**config.mk**
```make
export PLATFORM = sky130hd
export DESIGN_NAME = ika_slotgen
export DESIGN_NICKNAME = d
export VERILOG_FILES = /design/src/rtl/ika_slotgen.sv
export SDC_FILE = /design/constraint.sdc
export NUM_CORES = 1
export LEC_CHECK = 0
export CAP_MARGIN = 20
export CORE_MARGIN = 4
export CORE_UTILIZATION = 36
export DETAILED_ROUTE_END_ITERATION = 10
export HOLD_SLACK_MARGIN = 0.06
export PLACE_DENSITY = 0.76
export SYNTH_ARGS = -nofsm -noshare
export SYNTH_HDL_FRONTEND = slang
export SYNTH_SLANG_ARGS = --single-unit
export TNS_END_PERCENT = 10
```
**constraint.sdc**
```tcl
create_clock -name i_EMUCLK -period 2.37 [get_ports i_EMUCLK]
set_clock_uncertainty 0.2 [all_clocks]
set_input_delay 0.711 -clock i_EMUCLK [delete_from_list [all_inputs] [get_ports i_EMUCLK]]
set_output_delay 0.711 -clock i_EMUCLK [all_outputs]
set_load 0.02 [all_outputs]
```
**src/rtl/ika_slotgen.sv**
```systemverilog
// rtl/ika_slotgen.sv - phi1 clock-enable generator, reset synchronizer and slot/frame sequencer
// Slot counter advances on phi1 falling enables; SH strobes and marks decode from it.
module ika_slotgen #(
   parameter  int SLOTS       = 32,
   parameter  int CLKDIV      = 2,
   parameter  int SYNC_STAGES = 2,
   parameter  int NUM_CH      = 2,
   parameter  int SH_DELAY    = 5,
   parameter  int NUM_MARK    = 4,
   localparam int SW          = $clog2(SLOTS)
) (
   input  logic                   i_EMUCLK,
   input  logic                   i_IC_n,
   input  logic                   i_phiM_PCEN_n,
   output logic                   o_MRST_n,
   output logic                   o_phi1,
   output logic                   o_phi1_PCEN_n,
   output logic                   o_phi1_NCEN_n,
   output logic [SW-1:0]          o_SLOT,
   output logic                   o_FRAME,
   output logic [7:0]             o_FRAME_CNT,
   input  logic [NUM_MARK*SW-1:0] i_MARK_SLOT,
   input  logic [NUM_MARK-1:0]    i_MARK_EN,
   output logic [NUM_MARK-1:0]    o_MARK,
   output logic [NUM_CH-1:0]      o_SH
);

   localparam int DW   = $clog2(CLKDIV);
   localparam int HALF = CLKDIV / 2;
   localparam int W    = SLOTS / (2 * NUM_CH);

   logic [DW-1:0]          r_div;
   logic [SYNC_STAGES-1:0] r_sync;
   logic                   r_mrst;
   logic [SW-1:0]          r_slot;
   logic                   r_frame;
   logic [7:0]             r_frame_cnt;
   logic [NUM_MARK-1:0]    r_mark;
   logic [NUM_CH-1:0]      r_sh;
   logic [NUM_CH-1:0]      r_shp [SH_DELAY];

   logic                   w_pcen;
   logic                   w_ncen;
   logic                   w_phi1_rise;
   logic                   w_last;
   logic [SW-1:0]          w_grp;
   logic [NUM_CH-1:0]      w_raw_sh;
   logic [NUM_MARK-1:0]    w_mark_hit;

   // Gating with i_IC_n keeps both phi1 enables inactive while reset is held.
   assign w_pcen      = ~i_phiM_PCEN_n & i_IC_n;
   assign w_ncen      = w_pcen & (r_div == DW'(HALF - 1));
   assign w_phi1_rise = w_pcen & (r_div == DW'(CLKDIV - 1));
   assign w_last      = (r_slot == SW'(SLOTS - 1)) & r_mrst;
   assign w_grp       = r_slot / SW'(W);

   genvar gk;
   generate
      for (gk = 0; gk < NUM_CH; gk++) begin : g_raw_sh
         assign w_raw_sh[gk] = (w_grp == SW'(2 * gk + 1));
      end
      for (gk = 0; gk < NUM_MARK; gk++) begin : g_mark
         assign w_mark_hit[gk] = i_MARK_EN[gk] & (r_slot == i_MARK_SLOT[gk*SW +: SW]);
      end
   endgenerate

   always_ff @(posedge i_EMUCLK or negedge i_IC_n) begin
      if (!i_IC_n) begin
         r_div  <= '0;
         r_sync <= '0;
      end else if (w_pcen) begin
         r_div  <= (r_div == DW'(CLKDIV - 1)) ? '0 : r_div + DW'(1);
         r_sync <= {r_sync[SYNC_STAGES-2:0], i_IC_n};
      end
   end

   always_ff @(posedge i_EMUCLK or negedge i_IC_n) begin
      if (!i_IC_n) begin
         r_mrst      <= 1'b0;
         r_slot      <= '0;
         r_frame     <= 1'b0;
         r_frame_cnt <= '0;
         r_mark      <= '0;
         r_sh        <= '0;
         for (int i = 0; i < SH_DELAY; i++) r_shp[i] <= '0;
      end else if (w_ncen) begin
         r_mrst  <= r_sync[SYNC_STAGES-1];
         r_slot  <= r_mrst ? r_slot + SW'(1) : '0;
         r_frame <= w_last;
         r_mark  <= w_mark_hit;
         if (w_last) r_frame_cnt <= r_frame_cnt + 8'd1;
         r_shp[0] <= w_raw_sh;
         for (int i = 1; i < SH_DELAY; i++) r_shp[i] <= r_shp[i-1];
         r_sh <= r_shp[SH_DELAY-1] & {NUM_CH{r_mrst}};
      end
   end

   assign o_phi1        = (r_div < DW'(HALF));
   assign o_phi1_NCEN_n = ~w_ncen;
   assign o_phi1_PCEN_n = ~w_phi1_rise;
   assign o_MRST_n      = r_mrst;
   assign o_SLOT        = r_slot;
   assign o_FRAME       = r_frame;
   assign o_FRAME_CNT   = r_frame_cnt;
   assign o_MARK        = r_mark;
   assign o_SH          = r_sh;

endmodule

```
==> results of run 1 <==
-- path summary, 6_finish.rpt --
kind	from	endpoint	slack (ps)	cells past startpoint
worst min register to register	r_shp[2]	r_shp[0]	270	2
worst max register to register	o_SLOT[1]	o_FRAME_CNT[7]	300	6
min in group asynchronous	i_IC_n	o_FRAME_CNT[4]	310	2
max in group asynchronous	i_IC_n	r_shp[5]	1320	2
worst min-delay path	r_shp[2]	r_shp[0]	270	2
worst max-delay path	i_IC_n	o_phi1_PCEN_n	50	4
-- per-layer routing --
metal / track usage (%) / part of all wire [%] / vias up
met2: 21.7 / 47 / 35
met4: 5.24 / 1.5 / 0
met5: 0 / 0 / -
met1: 17.1 / 45 / 644
met3: 3.83 / 6.3 / 6
li1: - / - / 687
-- cell type report --
cell class	count	area (um2)
multi-input combinational	126	757
clock inverter	1	5.00
sequential	34	851
tap	52	65.1
timing repair buffer	63	606
fill	408	2030
inverter	4	15.0
clock buffer	7	86.3
-- stage by stage --
step | instance area [um2] | utilization (%) | setup slack (ps) | power [mW] | hold WS (ps)
final | 2380 | 54.0 | 47.3 | 1.71 | 267
after CTS | 2390 | 54.1 | 7.42 | 1.73 | 272
after detailed placement | 2280 | 51.6 | -663 | 1.30 | 248
after floorplan | 1650 | - | 113 | 1.05 | 215
after global placement | 2280 | 51.6 | -665 | 1.29 | 251
after global routing | 2380 | 54.0 | 9.99 | 1.82 | 281
-- power groups by stage --
| stage | registers, mW | logic [mW] | clock network (mW) |
|---|---|---|---|
| floorplan | 0.770 | 0.276 | 0 |
| CTS | 0.737 | 0.554 | 0.442 |
| finish | 0.737 | 0.544 | 0.428 |
| global route | 0.747 | 0.608 | 0.470 |
| detailed placement | 0.747 | 0.550 | 0 |
| global placement | 0.744 | 0.542 | 0 |
-- layout by cell type (no fill, tap or decap), types with 2 or more instances in the layout --
master	instances
sky130_fd_sc_hd__buf_4	12
sky130_fd_sc_hd__buf_6	3
sky130_fd_sc_hd__clkbuf_8	6
sky130_fd_sc_hd__clkdlybuf4s50_1	44
sky130_fd_sc_hd__dfrtp_1	34
sky130_fd_sc_hd__dlymetal6s2s_1	2
sky130_fd_sc_hd__ha_1	3
sky130_fd_sc_hd__inv_1	3
sky130_fd_sc_hd__mux2_2	2
sky130_fd_sc_hd__nand2_1	50
sky130_fd_sc_hd__nand2b_1	2
sky130_fd_sc_hd__nand3_1	15
sky130_fd_sc_hd__nand3b_1	2
sky130_fd_sc_hd__nand4_1	6
sky130_fd_sc_hd__nor3_1	3
sky130_fd_sc_hd__nor4_1	2
sky130_fd_sc_hd__o21ai_0	7
sky130_fd_sc_hd__xnor2_1	23
sky130_fd_sc_hd__xor2_1	4
-- state kept, by name, summed over array words and instances, names as in the netlist --
signal,cells
o_FRAME,1
o_FRAME_CNT,8
o_MARK,4
o_MRST_n,1
o_SH,2
o_SLOT,5
r_div,1
r_shp,10
r_sync,2
-- worst max-delay path, cell delays in order --
cell                              delay [ps]
sky130_fd_sc_hd__clkdlybuf4s15_2         230
sky130_fd_sc_hd__nand2b_4                 60
sky130_fd_sc_hd__or2_2                   270
sky130_fd_sc_hd__buf_6                   130
-- cell families after synthesis --
logic type	count (synthesis)	share of synthesized area [%]
AO/OA/AOI/OAI	7	2.12
XOR/XNOR	27	14.3
adder cells (fa/ha/maj)	3	2.27
buffers and inverters	14	3.18
flip-flops	34	51.5
multiplexers	2	1.36
AND/OR/NAND/NOR	87	25.3
-- what timing repair did --
action,CTS,global route
gates resized for setup,20,3
pin swaps,1,0
setup endpoints to repair,2,4
==> results.tsv, run 1 <==
stage	metric	value	unit
status	run_status	finished clean	
timing	period_utilization_post_route	98.0	%
timing	max_slew.worst_pin.slew	322	ps
clock_network	clkSinkCount	34	
floorplanning	floorplan.die.height	75.8	um
clock_network	htree_depth	2	
drt	routed_wire_length_per_instance	12.7	um
power_and_ir_drop	netSwitchingFraction	31.2	%
drt	via_count	1372	
place	hpwlAfterDp	2700	um
run	maxCapViolCount	0	
synthesis	synth_area	1650	um2
critical_path	worstSetupPathType	input port to output port	
drt	drt.antenna.violating_nets	0	
critical_path	worstSetupStartpointType	input port	
clock_network	cts_hold_buffers	0	
timing	timing.slew.headroom	78.3	%
synthesis	synth-edff-count	0	
floorplanning	dieWidth	75.8	um
global_routing	grt_pass1_wl	5870	um
cells_and_area	layout-area-overhead-vs-synth	44.3	%
timing	fmax	431	MHz
floorplanning	start_util	37.4	%
drt	drt_wl_total	3650	um
critical_path	timing.critical_path.required	1460	ps
timing	period_needed	2320	ps
power_and_ir_drop	power_share_of_the_sequential_group	43.1	%
global_routing	global_route_total_overflow	0	
critical_path	worstPathMaxFanout	4	
synthesis	synth.area.top_cells	sky130_fd_sc_hd__dfrtp_1 (51%), sky130_fd_sc_hd__xnor2_1 (12%), sky130_fd_sc_hd__nand2_1 (11%), sky130_fd_sc_hd__nand3_1 (4.5%), sky130_fd_sc_hd__clkbuf_1 (2.3%)	
clock_network	number_of_buffers_inserted_to_repair_setup_after_cts	0	
drt	vias_per_cell	4.78	
global_routing	globalRouteTotalUtil	13.5	%
cells_and_area	layoutNonFillerInstCount	287	
clock_network	cts_max_path_buffers	2	
critical_path	timing.critical_path.arrival	1410	ps
clock_network	tritoncts	built	
synthesis	synth_top_flop_cell	sky130_fd_sc_hd__dfrtp_1	
floorplanning	die_area	5740	um2
place	numPortBuffers	50	
clock_network	cts_root_buffer	sky130_fd_sc_hd__clkbuf_8	
cells_and_area	post_route_cells_drive_above_1_share	12.8	%
place	place.gp.congestion	0.773	
power_and_ir_drop	total_leakage_power	1.09	nW
floorplanning	num_io_pins	51	
global_routing	number_of_global_route_vias_before_repair	1319	
timing	setup_viol_count_final	0	
synthesis	yosys-top-cells-count	sky130_fd_sc_hd__nand2_1 (50), sky130_fd_sc_hd__dfrtp_1 (34), sky130_fd_sc_hd__xnor2_1 (23)	
power_and_ir_drop	power_density	716	nW/um2
clock_network	clock_latency	280	ps
timing	hold_viol	0	
synthesis	netlist-cell-type-count	22	
cells_and_area	final_nets	264	
cells_and_area	antenna_cells_inserted	0	
global_routing	maximum_number_of_pins_on_one_net_before_global_route_repair	27	
synthesis	synth-seq-cells	34	
power_and_ir_drop	switchingPower	0.533	mW
synthesis	post_synth_inst_count	174	
power_and_ir_drop	cell_internal_pwr	1.18	mW
global_routing	grt_antenna_before_repair	0	
clock_network	clk_transition_reported_paths	60	ps
critical_path	worstSetupEndpointType	output port	
drt	iteration_0_drc_markers	92	
hold_path	hold_path.class	flop to flop	
drt	drt_pre_antenna_iters	4	
synthesis	asyncSetResetFlopFracSynth	100	%
floorplanning	std_cell_rows	24	
synthesis	post_synth.cell_area_avg	9.50	um2
synthesis	yosys.area.top_type	sky130_fd_sc_hd__dfrtp_1	
clock_network	inserted_clock_buffers	5	
drt	post_route_drc_violation_count	0	
power_and_ir_drop	comb_power_share	31.8	%
synthesis	synth_seq_area_share	51.5	%
power_and_ir_drop	max_rail_drop_vdd	0.397	mV
synthesis	synth_most_common_cell	sky130_fd_sc_hd__nand2_1	
timing	grt_setup_unrepaired	false	
power_and_ir_drop	p_clk_share	25.1	%
synthesis	synth_top_area_share	51.5	%
synthesis	yosys_warnings	0	
timing	totalNegativeSetupSlack	0	ps
floorplanning	core_box_area	4410	um2
synthesis	synth_fp_nets	204	
place	placed_cells	279	
timing	slew_viol_final	0	
Note: power is estimated with default switching activity, not from simulation.
==> run 2: changes to the inputs <==
--- a/config.mk
+++ b/config.mk
@@ -7,10 +7,10 @@
 export LEC_CHECK = 0
 export CAP_MARGIN = 20
 export CORE_MARGIN = 4
-export CORE_UTILIZATION = 36
+export CORE_UTILIZATION = 46
 export DETAILED_ROUTE_END_ITERATION = 10
 export HOLD_SLACK_MARGIN = 0.06
-export PLACE_DENSITY = 0.76
+export PLACE_DENSITY = 0.91
 export SYNTH_ARGS = -nofsm -noshare
 export SYNTH_HDL_FRONTEND = slang
 export SYNTH_SLANG_ARGS = --single-unit
==> results.tsv, run 2 (synthesized netlist as in run 1, its figures left out) <==
stage	metric	value	unit	change
global_routing	grt.busiest_layer	met2		unchanged
clock_network	tritoncts	built		unchanged
timing	totalNegativeSetupSlack	0	ps	unchanged
drt	vias_per_cell	4.96		was 4.78
clock_network	inserted_clock_buffers	5		unchanged
floorplanning	dieWidth	67.9	um	was 75.8 um
drt	iteration_0_drc_markers	52		was 92
cells_and_area	flip_flop_count_of_the_largest_register_after_layout	10		unchanged
timing	setup_viol_count_final	0		unchanged
drt	via_count	1399		was 1372
cells_and_area	final_util	68.9	%	was 54.0%
power_and_ir_drop	p_clk_share	20.6	%	was 25.1%
clock_network	htree_depth	2		unchanged
power_and_ir_drop	cell_internal_pwr	1.08	mW	was 1.18 mW
timing	period_needed	2330	ps	was 2320 ps
power_and_ir_drop	switchingPower	0.540	mW	was 0.533 mW
clock_network	clock_latency	340	ps	was 280 ps
global_routing	maximum_number_of_pins_on_one_net_before_global_route_repair	27		unchanged
timing	hold_viol	0		unchanged
floorplanning	die_area	4620	um2	was 5740 um2
floorplanning	core_box_area	3420	um2	was 4410 um2
floorplanning	floorplan.die.height	67.9	um	was 75.8 um
cells_and_area	largest-register	r_shp		unchanged
power_and_ir_drop	netSwitchingFraction	33.2	%	was 31.2%
status	run_status	finished clean		unchanged
timing	holdWs	256	ps	was 267 ps
critical_path	worstSetupPathType	input port to output port		unchanged
power_and_ir_drop	power_share_of_the_sequential_group	44.6	%	was 43.1%
timing	max_slew.worst_pin.slew	337	ps	was 322 ps
power_and_ir_drop	max_rail_drop_vdd	0.371	mV	was 0.397 mV
global_routing	grt_util_met3	4.27	%	was 3.83%
cells_and_area	antenna_cells_inserted	0		unchanged
timing	grt_setup_unrepaired	false		unchanged
timing	timing.slew.headroom	77.5	%	was 78.3%
drt	post_route_drc_violation_count	0		unchanged
cells_and_area	final_nets	265		was 264
critical_path	worstSetupEndpointType	output port		unchanged
power_and_ir_drop	total_power	1.62	mW	was 1.71 mW
floorplanning	num_io_pins	51		unchanged
place	numPortBuffers	50		unchanged
global_routing	grt_antenna_before_repair	0		unchanged
critical_path	worstPathMaxFanout	4		unchanged
global_routing	grt_pass1_wl	6200	um	was 5870 um
power_and_ir_drop	power_density	690	nW/um2	was 716 nW/um2
clock_network	number_of_buffers_inserted_to_repair_setup_after_cts	0		unchanged
global_routing	use_met2	29.6	%	was 21.7%
power_and_ir_drop	total_leakage_power	1.12	nW	was 1.09 nW
global_routing	global_route_total_overflow	0		unchanged
floorplanning	std_cell_rows	21		was 24
drt	drt_pre_antenna_iters	4		unchanged
clock_network	cts_root_buffer	sky130_fd_sc_hd__clkbuf_4		was sky130_fd_sc_hd__clkbuf_8
drt	routed_wire_length_per_instance	13.6	um	was 12.7 um
drt	drt.antenna.violating_nets	0		unchanged
global_routing	number_of_global_route_vias_before_repair	1380		was 1319
critical_path	worstSetupStartpointType	input port		unchanged
critical_path	timing.critical_path.arrival	1420	ps	was 1410 ps
timing	fmax	429	MHz	was 431 MHz
clock_network	clk_transition_reported_paths	100	ps	was 60 ps
hold_path	hold_path.class	input port to async pin		was flop to flop
cells_and_area	layout.cells.most_common	sky130_fd_sc_hd__nand2_1		unchanged
clock_network	cts_hold_buffers	0		unchanged
drt	drt_wl_total	3840	um	was 3650 um
cells_and_area	final_cell_mix	sky130_fd_sc_hd__nand2_1 (50), sky130_fd_sc_hd__clkdlybuf4s50_1 (42), sky130_fd_sc_hd__dfrtp_1 (34)		was sky130_fd_sc_hd__nand2_1 (50), sky130_fd_sc_hd__clkdlybuf4s50_1 (44), sky130_fd_sc_hd__dfrtp_1 (34)
global_routing	grt.met1_usage	22.8	%	was 17.1%
critical_path	timing.critical_path.required	1460	ps	about the same
place	hpwlAfterDp	2670	um	was 2700 um
cells_and_area	layout-area-overhead-vs-synth	42.5	%	was 44.3%
timing	period_utilization_post_route	98.4	%	was 98.0%
clock_network	cts_max_path_buffers	2		unchanged
clock_network	clkSinkCount	34		unchanged
cells_and_area	post_route_cells_drive_above_1_share	13.1	%	was 12.8%
timing	slew_viol_final	0		unchanged
global_routing	globalRouteTotalUtil	18.2	%	was 13.5%
power_and_ir_drop	comb_power_share	34.8	%	was 31.8%
place	place.gp.congestion	0.753		was 0.773
run	maxCapViolCount	0		unchanged
floorplanning	start_util	48.4	%	was 37.4%
## run 2: through the flow
step | std cells | worst slack [ps] | cell area, um2
2_1_floorplan | 174 | 113 | 1650
3_3_place_gp | 274 | -664 | 2280
3_5_place_dp | 274 | -664 | 2280
4_1_cts | 282 | 3.32 | 2350
5_1_grt | 282 | 12.6 | 2350
6_report | 282 | 38.0 | 2350
## run 2: cell type report
type | count | area (um2)
Inverter | 4 | 15.0
Tap cell | 46 | 57.6
Timing Repair Buffer | 64 | 614
Clock inverter | 1 | 5.00
Multi-Input combinational cell | 126 | 757
Clock buffer | 7 | 55.1
Sequential cell | 34 | 851
Fill cell | 246 | 1060
## run 2: metal layers
layer  up-vias  part of all wire (%)
met1       648                    43
met2        51                    47
li1        692                     -
met3         8                   8.1
met5         -                     0
met4         0                   1.8
## run 2: power by group through the flow
stage	Combinational, mW	Sequential, mW	Clock [mW]
2_1_floorplan	0.276	0.770	0
3_3_place_gp	0.551	0.732	0
3_5_place_dp	0.567	0.735	0
4_1_cts	0.570	0.724	0.342
5_1_grt	0.620	0.737	0.365
6_report	0.566	0.724	0.335
## run 2: critical path: stages
cell                              delay, ps
sky130_fd_sc_hd__clkdlybuf4s15_2        240
sky130_fd_sc_hd__nand2b_4                60
sky130_fd_sc_hd__or2_2                  280
sky130_fd_sc_hd__buf_6                  130
## run 2: timing repair
item	in CTS	in global routing
endpoints found under the setup margin	3	5
pin swaps	1	1
gates resized for setup	21	4
hold endpoints to repair	0	0
## run 2: final timing paths
check / startpoint / end / slack (ps) / cells past startpoint
setup / recovery: i_IC_n / o_phi1_PCEN_n / 40 / 4
hold / removal: i_IC_n / o_FRAME_CNT[2] / 260 / 2
setup reg to reg: o_SLOT[1] / o_FRAME_CNT[7] / 290 / 6
hold reg to reg: o_FRAME_CNT[7] / o_FRAME_CNT[7] / 270 / 1
max in group asynchronous: i_IC_n / r_shp[2] / 1360 / 2
min in group i_EMUCLK: o_FRAME_CNT[7] / o_FRAME_CNT[7] / 270 / 1
==> run 3: changes to the inputs <==
--- a/config.mk
+++ b/config.mk
@@ -9,6 +9,7 @@
 export CORE_MARGIN = 4
 export CORE_UTILIZATION = 46
 export DETAILED_ROUTE_END_ITERATION = 10
+export GPL_TIMING_DRIVEN = 0
 export HOLD_SLACK_MARGIN = 0.06
 export PLACE_DENSITY = 0.91
 export SYNTH_ARGS = -nofsm -noshare
==> results.tsv, run 3 (synthesized netlist as in run 1, its figures left out) <==
stage	metric	value	unit	change
clock_network	clk_transition_reported_paths	100	ps	about the same
critical_path	cell_with_the_largest_stage_delay_on_the_worst_path	sky130_fd_sc_hd__clkdlybuf4s50_1		was sky130_fd_sc_hd__or2_2
clock_network	cts_max_path_buffers	2		unchanged
place	numPortBuffers	50		unchanged
cells_and_area	flip_flop_count_of_the_largest_register_after_layout	10		unchanged
timing	holdWs	97.1	ps	was 256 ps
cells_and_area	post_route_cells_drive_above_1_share	9.79	%	was 13.1%
cells_and_area	antenna_cells_inserted	0		unchanged
global_routing	grt_antenna_before_repair	0		unchanged
timing	timing.slew.headroom	65.2	%	was 77.5%
global_routing	number_of_global_route_vias_before_repair	1261		was 1380
critical_path	worstSetupPathType	flop to output port		was input port to output port
timing	slew_viol_final	0		unchanged
timing	period_utilization_post_route	97.0	%	was 98.4%
drt	via_count	1400		was 1399
cells_and_area	layout-area-overhead-vs-synth	40.8	%	was 42.5%
critical_path	timing.critical_path.arrival	1390	ps	was 1420 ps
place	hpwlAfterDp	2690	um	was 2670 um
power_and_ir_drop	netSwitchingFraction	34.1	%	was 33.2%
cells_and_area	layout.cells.most_common	sky130_fd_sc_hd__nand2_1		unchanged
timing	period_needed	2300	ps	was 2330 ps
drt	post_route_drc_violation_count	0		unchanged
critical_path	worst-r2r-cell-count	6		unchanged
drt	drt.antenna.violating_nets	0		unchanged
critical_path	timing.critical_path.required	1460	ps	about the same
critical_path	critical_path.cell_chain	clkdlybuf4s50_1		was clkdlybuf4s15_2 -> nand2b_4 -> or2_2 -> buf_6
timing	hold_viol	0		unchanged
critical_path	worstSetupStartpointType	flop		was input port
clock_network	tritoncts	built		unchanged
power_and_ir_drop	total_power	1.61	mW	was 1.62 mW
place	placed_cells	270		was 274
floorplanning	dieWidth	67.9	um	unchanged
power_and_ir_drop	power_density	694	nW/um2	was 690 nW/um2
global_routing	global_route_total_overflow	0		unchanged
critical_path	timing.critical_path.depth	1		was 4
power_and_ir_drop	switchingPower	0.551	mW	was 0.540 mW
run	maxCapViolCount	0		unchanged
floorplanning	std_cell_rows	21		unchanged
drt	iteration_0_drc_markers	77		was 52
floorplanning	core_box_area	3420	um2	unchanged
cells_and_area	final_util	68.1	%	was 68.9%
critical_path	worstSetupEndpointType	output port		unchanged
critical_path	worstPathMaxFanout	4		unchanged
timing	fmax	435	MHz	was 429 MHz
cells_and_area	largest-register	r_shp		unchanged
floorplanning	num_io_pins	51		unchanged
clock_network	clkSinkCount	34		unchanged
critical_path	worst_path_largest_cell_delay	630	ps	was 280 ps
power_and_ir_drop	p_clk_share	21.0	%	was 20.6%
timing	setup_viol_count_final	0		unchanged
critical_path	rrSetupSlack	210	ps	was 290 ps
clock_network	inserted_clock_buffers	5		unchanged
power_and_ir_drop	max_rail_drop_vdd	0.368	mV	was 0.371 mV
hold_path	hold_path.class	input port to async pin		unchanged
power_and_ir_drop	comb_power_share	34.5	%	was 34.8%
timing	grt_setup_unrepaired	false		unchanged
drt	drt_wl_total	3980	um	was 3840 um
cells_and_area	final_nets	264		was 265
floorplanning	floorplan.die.height	67.9	um	unchanged
floorplanning	start_util	48.4	%	unchanged
power_and_ir_drop	cell_internal_pwr	1.06	mW	was 1.08 mW
drt	routed_wire_length_per_instance	14.2	um	was 13.6 um
cells_and_area	final_cell_mix	sky130_fd_sc_hd__nand2_1 (50), sky130_fd_sc_hd__clkdlybuf4s50_1 (43), sky130_fd_sc_hd__dfrtp_1 (34)		was sky130_fd_sc_hd__nand2_1 (50), sky130_fd_sc_hd__clkdlybuf4s50_1 (42), sky130_fd_sc_hd__dfrtp_1 (34)
drt	drt_pre_antenna_iters	6		was 4
global_routing	globalRouteTotalUtil	18.7	%	was 18.2%
clock_network	clock_latency	330	ps	was 340 ps
global_routing	maximum_number_of_pins_on_one_net_before_global_route_repair	35		was 27
place	place.gp.congestion	0.707		was 0.753
clock_network	cts_root_buffer	sky130_fd_sc_hd__clkbuf_4		unchanged
floorplanning	die_area	4620	um2	unchanged
critical_path	category_of_cells_accounting_for_the_largest_share_of_critical_path_delay	buffers and inverters		unchanged
global_routing	grt_pass1_wl	6240	um	was 6200 um
timing	max_slew.worst_pin.slew	522	ps	was 337 ps
drt	vias_per_cell	4.98		was 4.96
power_and_ir_drop	total_leakage_power	1.08	nW	was 1.12 nW
clock_network	htree_depth	2		unchanged
cells_and_area	layoutNonFillerInstCount	281		was 282
critical_path	worstPathBufferInverterCount	1		was 2
status	run_status	finished clean		unchanged
power_and_ir_drop	power_share_of_the_sequential_group	44.4	%	was 44.6%
==> run 3: cell count changes in the layout (fill, tap and decap cells not counted), sizes merged <==
cell | before | now
buf | 17 | 8
clkbuf | 7 | 16
clkdlybuf4s15 | 1 | 0
clkdlybuf4s50 | 42 | 43
dlymetal6s2s | 3 | 2
==> run 3: worst reg2reg max path, cell delays in order (launching register included) <==
cell	delay (ps)
sky130_fd_sc_hd__dfrtp_1	370
sky130_fd_sc_hd__clkbuf_2	270
sky130_fd_sc_hd__and3_1	200
sky130_fd_sc_hd__ha_1	210
sky130_fd_sc_hd__nand3b_1	200
sky130_fd_sc_hd__nor4_1	430
sky130_fd_sc_hd__xor2_1	210
==> run 3: worst paths after layout <==
kind,end,start
setup / recovery,o_FRAME_CNT[3],o_FRAME_CNT[3]
hold / removal,o_FRAME_CNT[5],i_IC_n
setup reg to reg,o_FRAME_CNT[7],o_SLOT[3]
hold reg to reg,r_shp[1],r_shp[3]
max in group asynchronous,o_FRAME_CNT[1],i_IC_n
min in group i_EMUCLK,r_shp[1],r_shp[3]
==> run 3: area by class of cell <==
type,instances,area [um2]
Buffer,9,36.3
Inverter,4,17.5
Tap cell,46,57.6
Sequential cell,34,851
Clock inverter,1,5.00
Fill cell,250,1090
Timing Repair Buffer,54,548
Clock buffer,7,55.1
Multi-Input combinational cell,126,757
==> run 3: power groups by stage <==
stage	clock network, mW	logic [mW]	registers [mW]
CTS	0.347	0.557	0.714
global route	0.369	0.612	0.728
finish	0.340	0.558	0.718
detailed placement	0	0.542	0.725
floorplan	0	0.276	0.770
global placement	0	0.530	0.724
==> run 3: stage by stage <==
stage	area, um2	TNS (ps)	setup WS, ps
after floorplan	1650	0	113
after global placement	2210	-58820	-2340
after detailed placement	2210	-12130	-1330
after CTS	2320	0	28.9
after global routing	2330	0	4.63
final	2330	0	70.5
==> run 3: timing repair <==
item                                    4_1_cts  5_1_grt
pin swaps                                     1        0
hold buffers                                  1        0
gates resized for setup                      22        6
buffers inserted                              3        0
hold endpoints to repair                     34        0
endpoints found under the setup margin       13        4
==> run 3: metal layers <==
metal	vias to the layer above	global-route usage [%]	wire length [um]
li1	689	-	-
met1	661	24.8	1730
met2	45	28.0	1830
met3	5	6.73	367
met4	0	6.70	55
met5	-	0	0
